$ cat src/rtl/shift_seq8_if.sv
// Request, shifter-command and response signals between shift_seq8 and its surroundings.
// master is the sequencer side, slave is the requester/shifter/consumer side.
interface shift_seq8_if;
  logic       req_valid;
  logic       req_ready;
  logic [1:0] req_op;
  logic [3:0] req_amt;
  logic [7:0] req_data;

  logic [2:0] sh_op;
  logic [1:0] sh_shamt;
  logic [7:0] sh_d_in;
  logic [7:0] sh_d_out;

  logic       rsp_valid;
  logic       rsp_ready;
  logic [7:0] rsp_data;

  modport master (
    input  req_valid, req_op, req_amt, req_data, sh_d_out, rsp_ready,
    output req_ready, sh_op, sh_shamt, sh_d_in, rsp_valid, rsp_data
  );

  modport slave (
    output req_valid, req_op, req_amt, req_data, sh_d_out, rsp_ready,
    input  req_ready, sh_op, sh_shamt, sh_d_in, rsp_valid, rsp_data
  );
endinterface

$ cat src/rtl/shift_seq8.sv
// Splits a 0..15 shift request into LOAD plus steps of at most 3 for a registered 8-bit shifter.
// Latency 3+ceil(amt/3) cycles from acceptance to rsp_valid; one transaction in flight, rsp held until rsp_ready.
module shift_seq8 (
  input  logic          clk,
  input  logic          reset,
  shift_seq8_if.master  io_bus
);

  typedef enum logic [2:0] {
    S_IDLE  = 3'd0,
    S_LOAD  = 3'd1,
    S_SHIFT = 3'd2,
    S_WAIT  = 3'd3,
    S_RESP  = 3'd4
  } state_t;

  localparam logic [1:0] OP_LSL  = 2'b00;
  localparam logic [1:0] OP_LSR  = 2'b01;
  localparam logic [1:0] OP_ASR  = 2'b10;
  localparam logic [1:0] OP_PASS = 2'b11;

  localparam logic [2:0] SH_NOP  = 3'b000;
  localparam logic [2:0] SH_LOAD = 3'b001;
  localparam logic [2:0] SH_LSL  = 3'b010;
  localparam logic [2:0] SH_LSR  = 3'b011;
  localparam logic [2:0] SH_ASR  = 3'b100;

  state_t     r_state;
  logic [3:0] r_rem;
  logic [1:0] r_op;
  logic [7:0] r_data;
  logic [7:0] r_rsp_data;
  logic       r_req_ready;
  logic       r_rsp_valid;
  logic [2:0] r_sh_op;
  logic [1:0] r_sh_shamt;

  logic [3:0] w_rem_next;

  function automatic logic [1:0] step_of(input logic [3:0] v);
    return (v > 4'd3) ? 2'd3 : v[1:0];
  endfunction

  function automatic logic [2:0] sh_code(input logic [1:0] op);
    logic [2:0] c;
    case (op)
      OP_LSL:  c = SH_LSL;
      OP_LSR:  c = SH_LSR;
      OP_ASR:  c = SH_ASR;
      default: c = SH_NOP;
    endcase
    return c;
  endfunction

  assign w_rem_next = r_rem - {2'b00, r_sh_shamt};

  // Outputs are registered alongside the state so every output is a pure flop.
  always_ff @(posedge clk) begin
    if (reset) begin
      r_state     <= S_IDLE;
      r_rem       <= 4'd0;
      r_op        <= 2'd0;
      r_data      <= 8'h00;
      r_rsp_data  <= 8'h00;
      r_req_ready <= 1'b1;
      r_rsp_valid <= 1'b0;
      r_sh_op     <= SH_NOP;
      r_sh_shamt  <= 2'd0;
    end else begin
      case (r_state)
        S_IDLE: begin
          if (io_bus.req_valid) begin
            r_op        <= io_bus.req_op;
            r_rem       <= io_bus.req_amt;
            r_data      <= io_bus.req_data;
            r_req_ready <= 1'b0;
            r_sh_op     <= SH_LOAD;
            r_state     <= S_LOAD;
          end
        end

        S_LOAD: begin
          if (r_op == OP_PASS || r_rem == 4'd0) begin
            r_sh_op <= SH_NOP;
            r_state <= S_WAIT;
          end else begin
            r_sh_op    <= sh_code(r_op);
            r_sh_shamt <= step_of(r_rem);
            r_state    <= S_SHIFT;
          end
        end

        S_SHIFT: begin
          r_rem <= w_rem_next;
          if (w_rem_next == 4'd0) begin
            r_sh_op    <= SH_NOP;
            r_sh_shamt <= 2'd0;
            r_state    <= S_WAIT;
          end else begin
            r_sh_shamt <= step_of(w_rem_next);
          end
        end

        // The last shift has just landed in the shifter's output register.
        S_WAIT: begin
          r_rsp_data  <= io_bus.sh_d_out;
          r_rsp_valid <= 1'b1;
          r_state     <= S_RESP;
        end

        S_RESP: begin
          if (io_bus.rsp_ready) begin
            r_rsp_valid <= 1'b0;
            r_req_ready <= 1'b1;
            r_state     <= S_IDLE;
          end
        end

        default: begin
          r_state     <= S_IDLE;
          r_req_ready <= 1'b1;
          r_rsp_valid <= 1'b0;
          r_sh_op     <= SH_NOP;
          r_sh_shamt  <= 2'd0;
        end
      endcase
    end
  end

  assign io_bus.req_ready = r_req_ready;
  assign io_bus.sh_op     = r_sh_op;
  assign io_bus.sh_shamt  = r_sh_shamt;
  assign io_bus.sh_d_in   = r_data;
  assign io_bus.rsp_valid = r_rsp_valid;
  assign io_bus.rsp_data  = r_rsp_data;

endmodule

$ cat src/flat_wrapper.sv
// flat-port wrapper written by rule: the top's interface ports become plain ports
module shift_seq8_flat 
  (clk, reset, io_bus_req_valid, io_bus_req_op, io_bus_req_amt, io_bus_req_data, io_bus_sh_d_out, io_bus_rsp_ready, io_bus_req_ready, io_bus_sh_op, io_bus_sh_shamt, io_bus_sh_d_in, io_bus_rsp_valid, io_bus_rsp_data);
  shift_seq8_if io_bus_i ();
  input  logic clk;
  input  logic reset;
  input wire logic [$bits(io_bus_i.req_valid)-1:0] io_bus_req_valid;
  input wire logic [$bits(io_bus_i.req_op)-1:0] io_bus_req_op;
  input wire logic [$bits(io_bus_i.req_amt)-1:0] io_bus_req_amt;
  input wire logic [$bits(io_bus_i.req_data)-1:0] io_bus_req_data;
  input wire logic [$bits(io_bus_i.sh_d_out)-1:0] io_bus_sh_d_out;
  input wire logic [$bits(io_bus_i.rsp_ready)-1:0] io_bus_rsp_ready;
  output wire logic [$bits(io_bus_i.req_ready)-1:0] io_bus_req_ready;
  output wire logic [$bits(io_bus_i.sh_op)-1:0] io_bus_sh_op;
  output wire logic [$bits(io_bus_i.sh_shamt)-1:0] io_bus_sh_shamt;
  output wire logic [$bits(io_bus_i.sh_d_in)-1:0] io_bus_sh_d_in;
  output wire logic [$bits(io_bus_i.rsp_valid)-1:0] io_bus_rsp_valid;
  output wire logic [$bits(io_bus_i.rsp_data)-1:0] io_bus_rsp_data;
  assign io_bus_i.req_valid = io_bus_req_valid;
  assign io_bus_i.req_op = io_bus_req_op;
  assign io_bus_i.req_amt = io_bus_req_amt;
  assign io_bus_i.req_data = io_bus_req_data;
  assign io_bus_i.sh_d_out = io_bus_sh_d_out;
  assign io_bus_i.rsp_ready = io_bus_rsp_ready;
  assign io_bus_req_ready = io_bus_i.req_ready;
  assign io_bus_sh_op = io_bus_i.sh_op;
  assign io_bus_sh_shamt = io_bus_i.sh_shamt;
  assign io_bus_sh_d_in = io_bus_i.sh_d_in;
  assign io_bus_rsp_valid = io_bus_i.rsp_valid;
  assign io_bus_rsp_data = io_bus_i.rsp_data;
  shift_seq8 u_core (.clk(clk), .reset(reset), .io_bus(io_bus_i));
endmodule
$ cat config.mk
export PLATFORM = sky130hd
export DESIGN_NAME = shift_seq8_flat
export DESIGN_NICKNAME = d
export VERILOG_FILES = /design/src/rtl/shift_seq8_if.sv /design/src/rtl/shift_seq8.sv /design/src/flat_wrapper.sv
export SDC_FILE = /design/constraint.sdc
export NUM_CORES = 1
export LEC_CHECK = 0
export BUFFER_PORTS_ARGS = -buffer_cell sky130_fd_sc_hd__buf_2
export CAP_MARGIN = 30
export CORE_ASPECT_RATIO = 0.7
export CORE_MARGIN = 4
export CORE_UTILIZATION = 45
export CTS_CLUSTER_SIZE = 12
export DETAILED_ROUTE_END_ITERATION = 8
export GPL_ROUTABILITY_DRIVEN = 0
export PLACE_DENSITY = 0.83
export SLEW_MARGIN = 30
export SYNTH_ARGS = -nofsm -noshare
export SYNTH_HDL_FRONTEND = slang
export SYNTH_SLANG_ARGS = --single-unit
export TNS_END_PERCENT = 5
$ cat constraint.sdc
create_clock -name clk -period 2.7 [get_ports clk]
set_input_delay 0.27 -clock clk [delete_from_list [all_inputs] [get_ports clk]]
set_output_delay 0.27 -clock clk [all_outputs]
set_load 0.01 [all_outputs]
# [After elaboration in Yosys (flattened, before gate mapping)]
# Index checks and enable logic that the tools add are counted.
[classes] n_addsub=1 n_mul=0 n_div=0 n_lt_le_gt_ge=2 n_eq_ne=11 shift=0 mux=21 bitwise_logic=4 n_reduce_logical=17
[ops] op="$mux W3" count=5
[ops] op="$pmux W3 S5" count=1
[ops] op="$pmux W3 S4" count=1
[ops] op="$pmux W3 S3" count=1
[ops] op="$reduce_and A3 Y1" count=3
[ops] op="$reduce_or A3 Y1" count=3
[ops] op="$gt A4 B2 Y1 const B" count=2
[ops] op="$logic_not A4 Y1" count=2
[ops] op="$mux W2" count=4
[ops] op="$pmux W4 S2" count=1
[ops] op="$reduce_and A2 Y1" count=4
[ops] op="$eq A3 B2 Y1 const B" count=2
[ops] op="$ne A2 B2 Y1 const B" count=3
[ops] op="$pmux W1 S3" count=2
[ops] op="$pmux W2 S3" count=1
[ops] op="$eq A2 B2 Y1 const B" count=2
[ops] op="$mux W1" count=4
[ops] op="$mux W4" count=1
[ops] op="$not A1 Y1" count=4
[ops] op="$sub A4 B2 Y4" count=1
[ops] op="$eq A3 B1 Y1 const B" count=1
[ops] op="$eq A3 B3 Y1 const B" count=1
[ops] op="$logic_not A3 Y1" count=1
[ops] op="$eq A2 B1 Y1 const B" count=1
[ops] op="5 further kinds" count=5
[word_totals] regBits=32 latch_bits=0 ram_bits=0 rom_bits=0 input_bits=26 elab_cells=65 memories=0

# [Longest topological paths before layout]
# Gate-level depths: netlist of run 1.
[logic_depth] word_depth=5 mapped_depth=8 depth_no_buf=8

# [Worst setup path before layout of run 1]
# Ideal clock, no wire load.
[synth_timing] kind="register -> register" start="register u_core.r_rem[0]" end="register u_core.r_sh_op[0], in the netlist u_core.io_bus.sh_op[0]" setup_time_ps=123 arrival_time_ps=1923 setup_slack_ps=653 path_stages_with_launch=7 synth_period_minus_slack_ps=2047 path_cell_list="dfxtp_1 inv_1 ha_1 fa_1 o41ai_2 a21oi_1 mux2_1"
[synth_via] elab_chain_len=4
[synth_rtl] item="from (decl)" line_no="shift_seq8.sv:29" text="logic [3:0] r_rem;"
[synth_rtl] item="from (signal assigned)" line_no="shift_seq8.sv:74" text="r_rem <= io_bus.req_amt;"
[synth_rtl] item="from (signal assigned)" line_no="shift_seq8.sv:94" text="r_rem <= w_rem_next;"
[synth_rtl] item="$sub A4 B2 Y4 / $logic_not A4 Y1 (equally long branches)" line_no="shift_seq8.sv:55, shift_seq8.sv:83"
[synth_rtl] item="$logic_not A4 Y1 / $logic_or A1 B1 Y1 (equally long branches)" line_no="shift_seq8.sv:95, shift_seq8.sv:83"
[synth_rtl] item="$ne A2 B1 Y1 (no source line) / $mux W3 (equally long branches)"
[synth_rtl] item="$reduce_and A3 Y1 (no source line) / $pmux W3 S4 (equally long branches)"
[synth_rtl] item="to (signal assigned)" line_no="shift_seq8.sv:87" text="r_sh_op <= sh_code(r_op);"
[synth_rtl] item="to (decl)" line_no="shift_seq8.sv:35" text="logic [2:0] r_sh_op;"
# Parallel ways exist; a longest one is shown, timed or not.
# A chain may end at the register's enable or synchronous reset.

# [Final worst setup path of run 1]
# Ends and elaborated chain as after synthesis.

==> impl_metrics.json, run 1 <==
{
  "outcome": "completed",
  "grt_max_degree": 34,
  "hold_viol": 0,
  "wl_met2_um": 1490,
  "startpoint_type": "flop",
  "path_class": "flop to flop",
  "setup.worst_path.end_class": "flop",
  "avgRoutedWirePerCell_um": 13.0,
  "drt-total-wl_um": 3710,
  "netlist_instances": 193,
  "port_buffers": 48,
  "required_ns": 2.86,
  "synth_flop_cell": "dfxtp_1",
  "leakagePower_nw": 0.834,
  "setup-tns-final_ns": 0,
  "arrival_ns": 2.40,
  "path_depth": 6,
  "ctsLongestPathBuffers": 2,
  "finalClockSkew_ns": 0.00351,
  "antenna_found_initial": 0,
  "vdd_drop_max_mv": 0.551,
  "synth_top_family_by_area": "simple AND/OR/NAND/NOR gates",
  "final_nets": 268,
  "clkSinkCount": 32,
  "synth.distinct_cells": 44,
  "synthArstFlopShare": 0,
  "critPathMaxStageDelay_ns": 0.51,
  "synthAdderAreaFrac": 0.0291,
  "synth_seq_cells": 32,
  "initial_core_util": 0.481,
  "cp_top_family": "adder cells",
  "top_layer_used": "met4",
  "routed_via_density": 5.13,
  "cpMaxStageDelayCell": "o41ai_2",
  "syn_avg_cell_area_um2": 8.01,
  "p_per_area_nw_per_um2": 1110,
  "worstMarginPinSlew_ns": 0.590,
  "max_freq_mhz": 448,
  "critPathBufInv": 1,
  "cts_root_buf": "clkbuf_8",
  "grt_setup_unrepaired": "no",
  "fp.coreArea_um2": 3210,
  "grt_first_pass_wirelength_um": 6260,
  "cts_hold_buf": 0,
  "total_power_w": 0.00212,
  "worstSkewPairLatency_ns": 0.28,
  "synth-simple-area-share": 0.278,
  "drive_gt1_frac": 0.264,
  "antenna_cells": 0,
  "dp_hpwl_um": 2660,
  "worst_hold_path_type": "primary input to flop",
  "yosysSeqAreaShare": 0.415,
  "synthXorXnorAreaFrac": 0.00567,
  "cts_resized": 0,
  "dr_wl_met3_um": 281,
  "period_share": 0.827,
  "slew-limit-headroom": 0.607,
  "io_pins": 49,
  "maxSlewViolCount": 0,
  "chipWidth_um": 78.0,
  "die_area_um2": 4450,
  "row_count": 17,
  "drc": 0,
  "hold_ws_ns": 0.222,
  "drtAntennaViolNets": 0,
  "wl_met1_um": 1890,
  "track_usage": 0.178,
  "critPathMaxFanout": 5,
  "grt_overflow": 0,
  "setup-violations-final": 0,
  "hold_depth": 3,
  "drt_iter0_markers": 110,
  "postCtsSetupRepairBufs": 0,
  "cts_buffers": 5,
  "synth_edf_count": 0,
  "htree_levels": 2,
  "cts_tree": "done",
  "ys_warn_count": 0,
  "clkTransAtPathRegs_ns": 0.07,
  "synthesis.nets": 222,
  "via_count": 1466,
  "cap_violations": 0,
  "first_pass_iters": 4,
  "rr_worst_depth": 6,
  "die_y_um": 57.0,
  "synth_compound_area_frac": 0.211,
  "period_minus_slack_ns": 2.23,
  "path_cells": "inv_1 > ha_1 > fa_1 > o41ai_2 > a21oi_1 > mux2_1",
  "syn_area_um2": 1550,
  "grt_pass1_vias": 1317,
  "synth.area.mux_share": 0.00729,
  "area_delta_synth_final_pct": 23.2
}
[tightest hold or removal path: stages]
cell and delay [ns]:
buf_2 0.09, nand2_1 0.04, a21oi_1 0.05
[registers in the layout (all words and copies together) (netlist names)]
| name | cells |
|---|---|
| u_core.io_bus.sh_d_in | 8 |
| u_core.io_bus.req_ready | 1 |
| u_core.io_bus.sh_shamt | 2 |
| u_core.r_state | 3 |
| u_core.io_bus.rsp_data | 8 |
| u_core.io_bus.rsp_valid | 1 |
| u_core.io_bus.sh_op | 3 |
| u_core.r_rem | 4 |
| u_core.r_op | 2 |
[worst paths after layout]
kind / start / end / slack (ns)
max: u_core.r_rem[0] / u_core.io_bus.sh_op[0] / 0.47
min: io_bus_req_data[4] / u_core.io_bus.sh_d_in[4] / 0.22
max reg2reg: u_core.r_rem[0] / u_core.io_bus.sh_op[0] / 0.47
min reg2reg: u_core.io_bus.sh_op[2] / u_core.io_bus.sh_op[2] / 0.45
[report_power, final]
part / leakage [nW] / switching, W / internal, W / total [W]
Clock: 0.0503 / 0.000168 / 0.000227 / 0.000395
Combinational: 0.522 / 0.000586 / 0.000438 / 0.00102
Sequential: 0.262 / 0.000119 / 0.000584 / 0.000704
Total: 0.834 / 0.000873 / 0.00125 / 0.00212
[layout by cell type, fill, tap and decap left out, types with 2 or more instances in the layout]
master    instances
nor2b_1           4
nand2b_1          2
ha_1              2
a21o_1            3
nor2_1            6
dfxtp_1          32
nand4_1           2
o21a_1            2
o21ai_0           5
nand2_1          45
a21oi_1          26
clkbuf_8          7
nor3b_1           2
buf_4             4
nor3_1            5
buf_2            48
inv_1             5
nand3_1           8
a221oi_1          2
a211oi_1          5
nand3b_1          2
[cells in the mapped netlist, types with 2 or more instances]
cell / count / area [um^2]
clkbuf_1: 6 / 22.5
nor3_1: 5 / 25.0
inv_1: 5 / 18.8
o21ai_0: 5 / 25.0
ha_1: 2 / 25.0
buf_2: 5 / 25.0
nand2_1: 45 / 169
o21a_1: 2 / 15.0
a211oi_1: 5 / 37.5
nor3b_1: 2 / 15.0
nor2b_1: 4 / 25.0
a21oi_1: 26 / 130
nand4_1: 2 / 12.5
dfxtp_1: 32 / 641
nand2b_1: 2 / 12.5
nand3b_1: 2 / 15.0
a221oi_1: 2 / 17.5
nor2_1: 6 / 22.5
nand3_1: 8 / 40.0
a21o_1: 3 / 22.5
[through the flow]
| step | instance area, um^2 | std cells | util | worst slack, ns |
|---|---|---|---|---|
| 2_1_floorplan | 1550 | 193 | - | 0.653 |
| 3_3_place_gp | 1810 | 279 | 0.563 | 0.540 |
| 3_5_place_dp | 1810 | 279 | 0.563 | 0.498 |
| 4_1_cts | 1900 | 286 | 0.593 | 0.461 |
| 5_1_grt | 1900 | 286 | 0.593 | 0.348 |
| 6_report | 1900 | 286 | 0.593 | 0.467 |
[routing by layer]
metal / up-vias / global-route usage
met3: 4 / 0.0552
met4: 0 / 0.0673
li1: 764 / -
met2: 47 / 0.241
met5: - / 0
met1: 651 / 0.261
[final cells by class]
cell class | count | area [um^2]
multi-input combinational | 143 | 820
timing repair buffer | 52 | 270
inverter | 5 | 18.8
tap | 47 | 58.8
clock buffer | 7 | 96.3
sequential | 32 | 641
fill | 329 | 1310
[kinds of logic (layout without fill, tap and decap cells)]
group | after synthesis | after routing
and+or+nand+nor | 86 | 86
DFF | 32 | 32
AOI/OAI and AO/OA | 52 | 52
xor gates and xnor gates | 1 | 1
buffers and inverters | 18 | 64
muxes | 1 | 1
adders and majority gates | 3 | 3
Note: power is estimated with default switching activity, not from simulation.
==> run 2, diff against run 1 <==
--- a/config.mk
+++ b/config.mk
@@ -5,6 +5,7 @@
 export SDC_FILE = /design/constraint.sdc
 export NUM_CORES = 1
 export LEC_CHECK = 0
+export ABC_AREA = 1
 export BUFFER_PORTS_ARGS = -buffer_cell sky130_fd_sc_hd__buf_2
 export CAP_MARGIN = 30
 export CORE_ASPECT_RATIO = 0.7
@@ -13,7 +14,7 @@
 export CTS_CLUSTER_SIZE = 12
 export DETAILED_ROUTE_END_ITERATION = 8
 export GPL_ROUTABILITY_DRIVEN = 0
-export PLACE_DENSITY = 0.83
+export PLACE_DENSITY = 0.84
 export SLEW_MARGIN = 30
 export SYNTH_ARGS = -nofsm -noshare
 export SYNTH_HDL_FRONTEND = slang
==> constraint.sdc (replaced) <==
create_clock -name clk -period 2.2 [get_ports clk]
set_input_delay 0.22 -clock clk [delete_from_list [all_inputs] [get_ports clk]]
set_output_delay 0.22 -clock clk [all_outputs]
set_load 0.01 [all_outputs]
==> impl_metrics.json, run 2 <==
{
  "outcome": "completed",
  "setup.worst_path.end_class": "flop",
  "layout_commonest_cell": "buf_2",
  "postCtsSetupRepairBufs": 0,
  "drive_gt1_frac": 0.261,
  "cts_buffers": 5,
  "vdd_drop_max_mv": 0.671,
  "yosysSeqAreaShare": 0.440,
  "hold_viol": 0,
  "synth_edf_count": 0,
  "grt_max_degree": 26,
  "worst_hold_path_type": "primary input to flop",
  "use_met2": 0.230,
  "use_met3": 0.0890,
  "cpMaxStageDelayCell": "fa_1",
  "port_buffers": 48,
  "syn_area_um2": 1460,
  "setup-tns-final_ns": 0,
  "drt_iter0_markers": 98,
  "leakagePower_nw": 0.934,
  "p_per_area_nw_per_um2": 1330,
  "syn_avg_cell_area_um2": 7.03,
  "drc": 0,
  "max_freq_mhz": 520,
  "required_ns": 2.42,
  "comb_power_share": 0.453,
  "cts_resized": 0,
  "yosys.area.top_type_share": 0.440,
  "internal_power_w": 0.00139,
  "grt_pass1_vias": 1247,
  "drt-total-wl_um": 3540,
  "die_area_um2": 4220,
  "synth_flop_cell": "dfxtp_1",
  "synthTopCellsByCount": "46 x nor2_1, 32 x dfxtp_1, 28 x nand2_1",
  "cp_top_family": "adder cells",
  "initial_core_util": 0.494,
  "period_minus_slack_ns": 1.92,
  "startpoint_type": "flop",
  "htree_levels": 2,
  "fp.coreArea_um2": 2940,
  "antenna_found_initial": 0,
  "netlist_instances": 207,
  "avgRoutedWirePerCell_um": 12.1,
  "postLayoutCellArea_um2": 1800,
  "p_seq_frac": 0.355,
  "synth_seq_cells": 32,
  "power_frac_clock": 0.193,
  "busiest_layer": "met1",
  "dpl_cell_area_um2": 1710,
  "row_count": 16,
  "critPathMaxStageDelay_ns": 0.42,
  "routed_via_density": 4.90,
  "worstMarginPinSlew_ns": 0.641,
  "dp_hpwl_um": 2580,
  "antenna_cells": 0,
  "grt_overflow": 0,
  "grt_first_pass_wirelength_um": 5800,
  "via_count": 1436,
  "cts_root_buf": "clkbuf_8",
  "finalClockSkew_ns": 0.00581,
  "ys_warn_count": 0,
  "worstSkewPairLatency_ns": 0.29,
  "drtAntennaViolNets": 0,
  "clkTransAtPathRegs_ns": 0.07,
  "synthesis.nets": 236,
  "yosysMostFrequentCell": "nor2_1",
  "chipWidth_um": 76.0,
  "path_class": "flop to flop",
  "clkSinkCount": 32,
  "cap_violations": 0,
  "synthTopCellsByArea": "dfxtp_1 44%, nor2_1 12%, o21ai_0 7.6%",
  "io_pins": 49,
  "cts_hold_buf": 0,
  "ctsLongestPathBuffers": 2,
  "met1_usage": 0.233,
  "synthArstFlopShare": 0,
  "switching_power_w": 0.00101,
  "synth.distinct_cells": 24,
  "die_y_um": 55.6,
  "final_nets": 285,
  "critPathMaxFanout": 6,
  "period_share": 0.874,
  "arrival_ns": 2.14,
  "grt_setup_unrepaired": "no",
  "critical_path.most_common_cell": "nand2_1",
  "setup-violations-final": 0,
  "slew-limit-headroom": 0.572,
  "area_delta_synth_final_pct": 23.9,
  "path_cells": "inv_1 > ha_1 > fa_1 > xnor2_1 > nand3_1 > nand2_1 > nand2_1 > nand2_1 > nand2_1 > nor2_1",
  "total_power_w": 0.00239,
  "cts_tree": "done",
  "maxSlewViolCount": 0,
  "first_pass_iters": 5,
  "synth_top_area_cell": "dfxtp_1",
  "critPathBufInv": 1,
  "final_cell_mix": "48 x buf_2, 46 x nor2_1, 32 x dfxtp_1",
  "track_usage": 0.171,
  "power_switching_share": 0.420
}
[run 2: worst min-delay path, cell delays in order]
cell    delay (ns)
buf_2         0.07
nor2_1        0.03
nor2_1        0.08
[run 2: worst paths after layout]
kind / from / endpoint / slack (ns) / cells past startpoint
min reg2reg: u_core.io_bus.rsp_valid / u_core.io_bus.rsp_valid / 0.48 / 2
min: io_bus_req_data[7] / u_core.io_bus.sh_d_in[7] / 0.16 / 3
max reg2reg: u_core.r_rem[0] / u_core.io_bus.sh_op[1] / 0.28 / 10
max: u_core.r_rem[0] / u_core.io_bus.sh_op[1] / 0.28 / 10
[run 2: layout make-up]
class | count | area (um^2)
Fill cell | 284 | 1140
Multi-Input combinational cell | 143 | 689
Sequential cell | 32 | 641
Timing Repair Buffer | 48 | 240
Inverter | 26 | 97.6
Clock buffer | 8 | 90.1
Tap cell | 36 | 45.0
[run 2: through the flow]
step            util  cells  hold WS (ns)  setup slack (ns)
6_report       0.613    293         0.160             0.277
5_1_grt        0.613    293         0.153             0.102
4_1_cts        0.613    293         0.154             0.266
3_5_place_dp   0.582    285         0.456             0.296
3_3_place_gp   0.582    285         0.441             0.380
2_1_floorplan      -    207         0.355             0.472
[run 2: cells by family (layout without fill, tap and decap cells)]
logic type | Yosys count | count (layout) | share of synthesized area
buffers and inverters | 32 | 82 | 0.0860
DFF | 32 | 32 | 0.440
xor gates and xnor gates | 1 | 1 | 0.00602
and+or+nand+nor | 103 | 103 | 0.310
adders and majority gates | 3 | 3 | 0.0310
AOI/OAI and AO/OA | 36 | 36 | 0.126
[run 2: power groups by stage]
stage	clock network [W]	logic [W]	registers [W]
6_report	0.000461	0.00108	0.000849
5_1_grt	0.000496	0.00124	0.000872
4_1_cts	0.000471	0.00108	0.000848
3_5_place_dp	0	0.00107	0.000856
3_3_place_gp	0	0.00104	0.000853
2_1_floorplan	0	0.000733	0.000899
[run 2: metal layers]
| metal | up-vias | routed length, um |
|---|---|---|
| met5 | - | 0 |
| met4 | 0 | 34 |
| met3 | 4 | 409 |
| met2 | 63 | 1430 |
| met1 | 614 | 1670 |
| li1 | 755 | - |
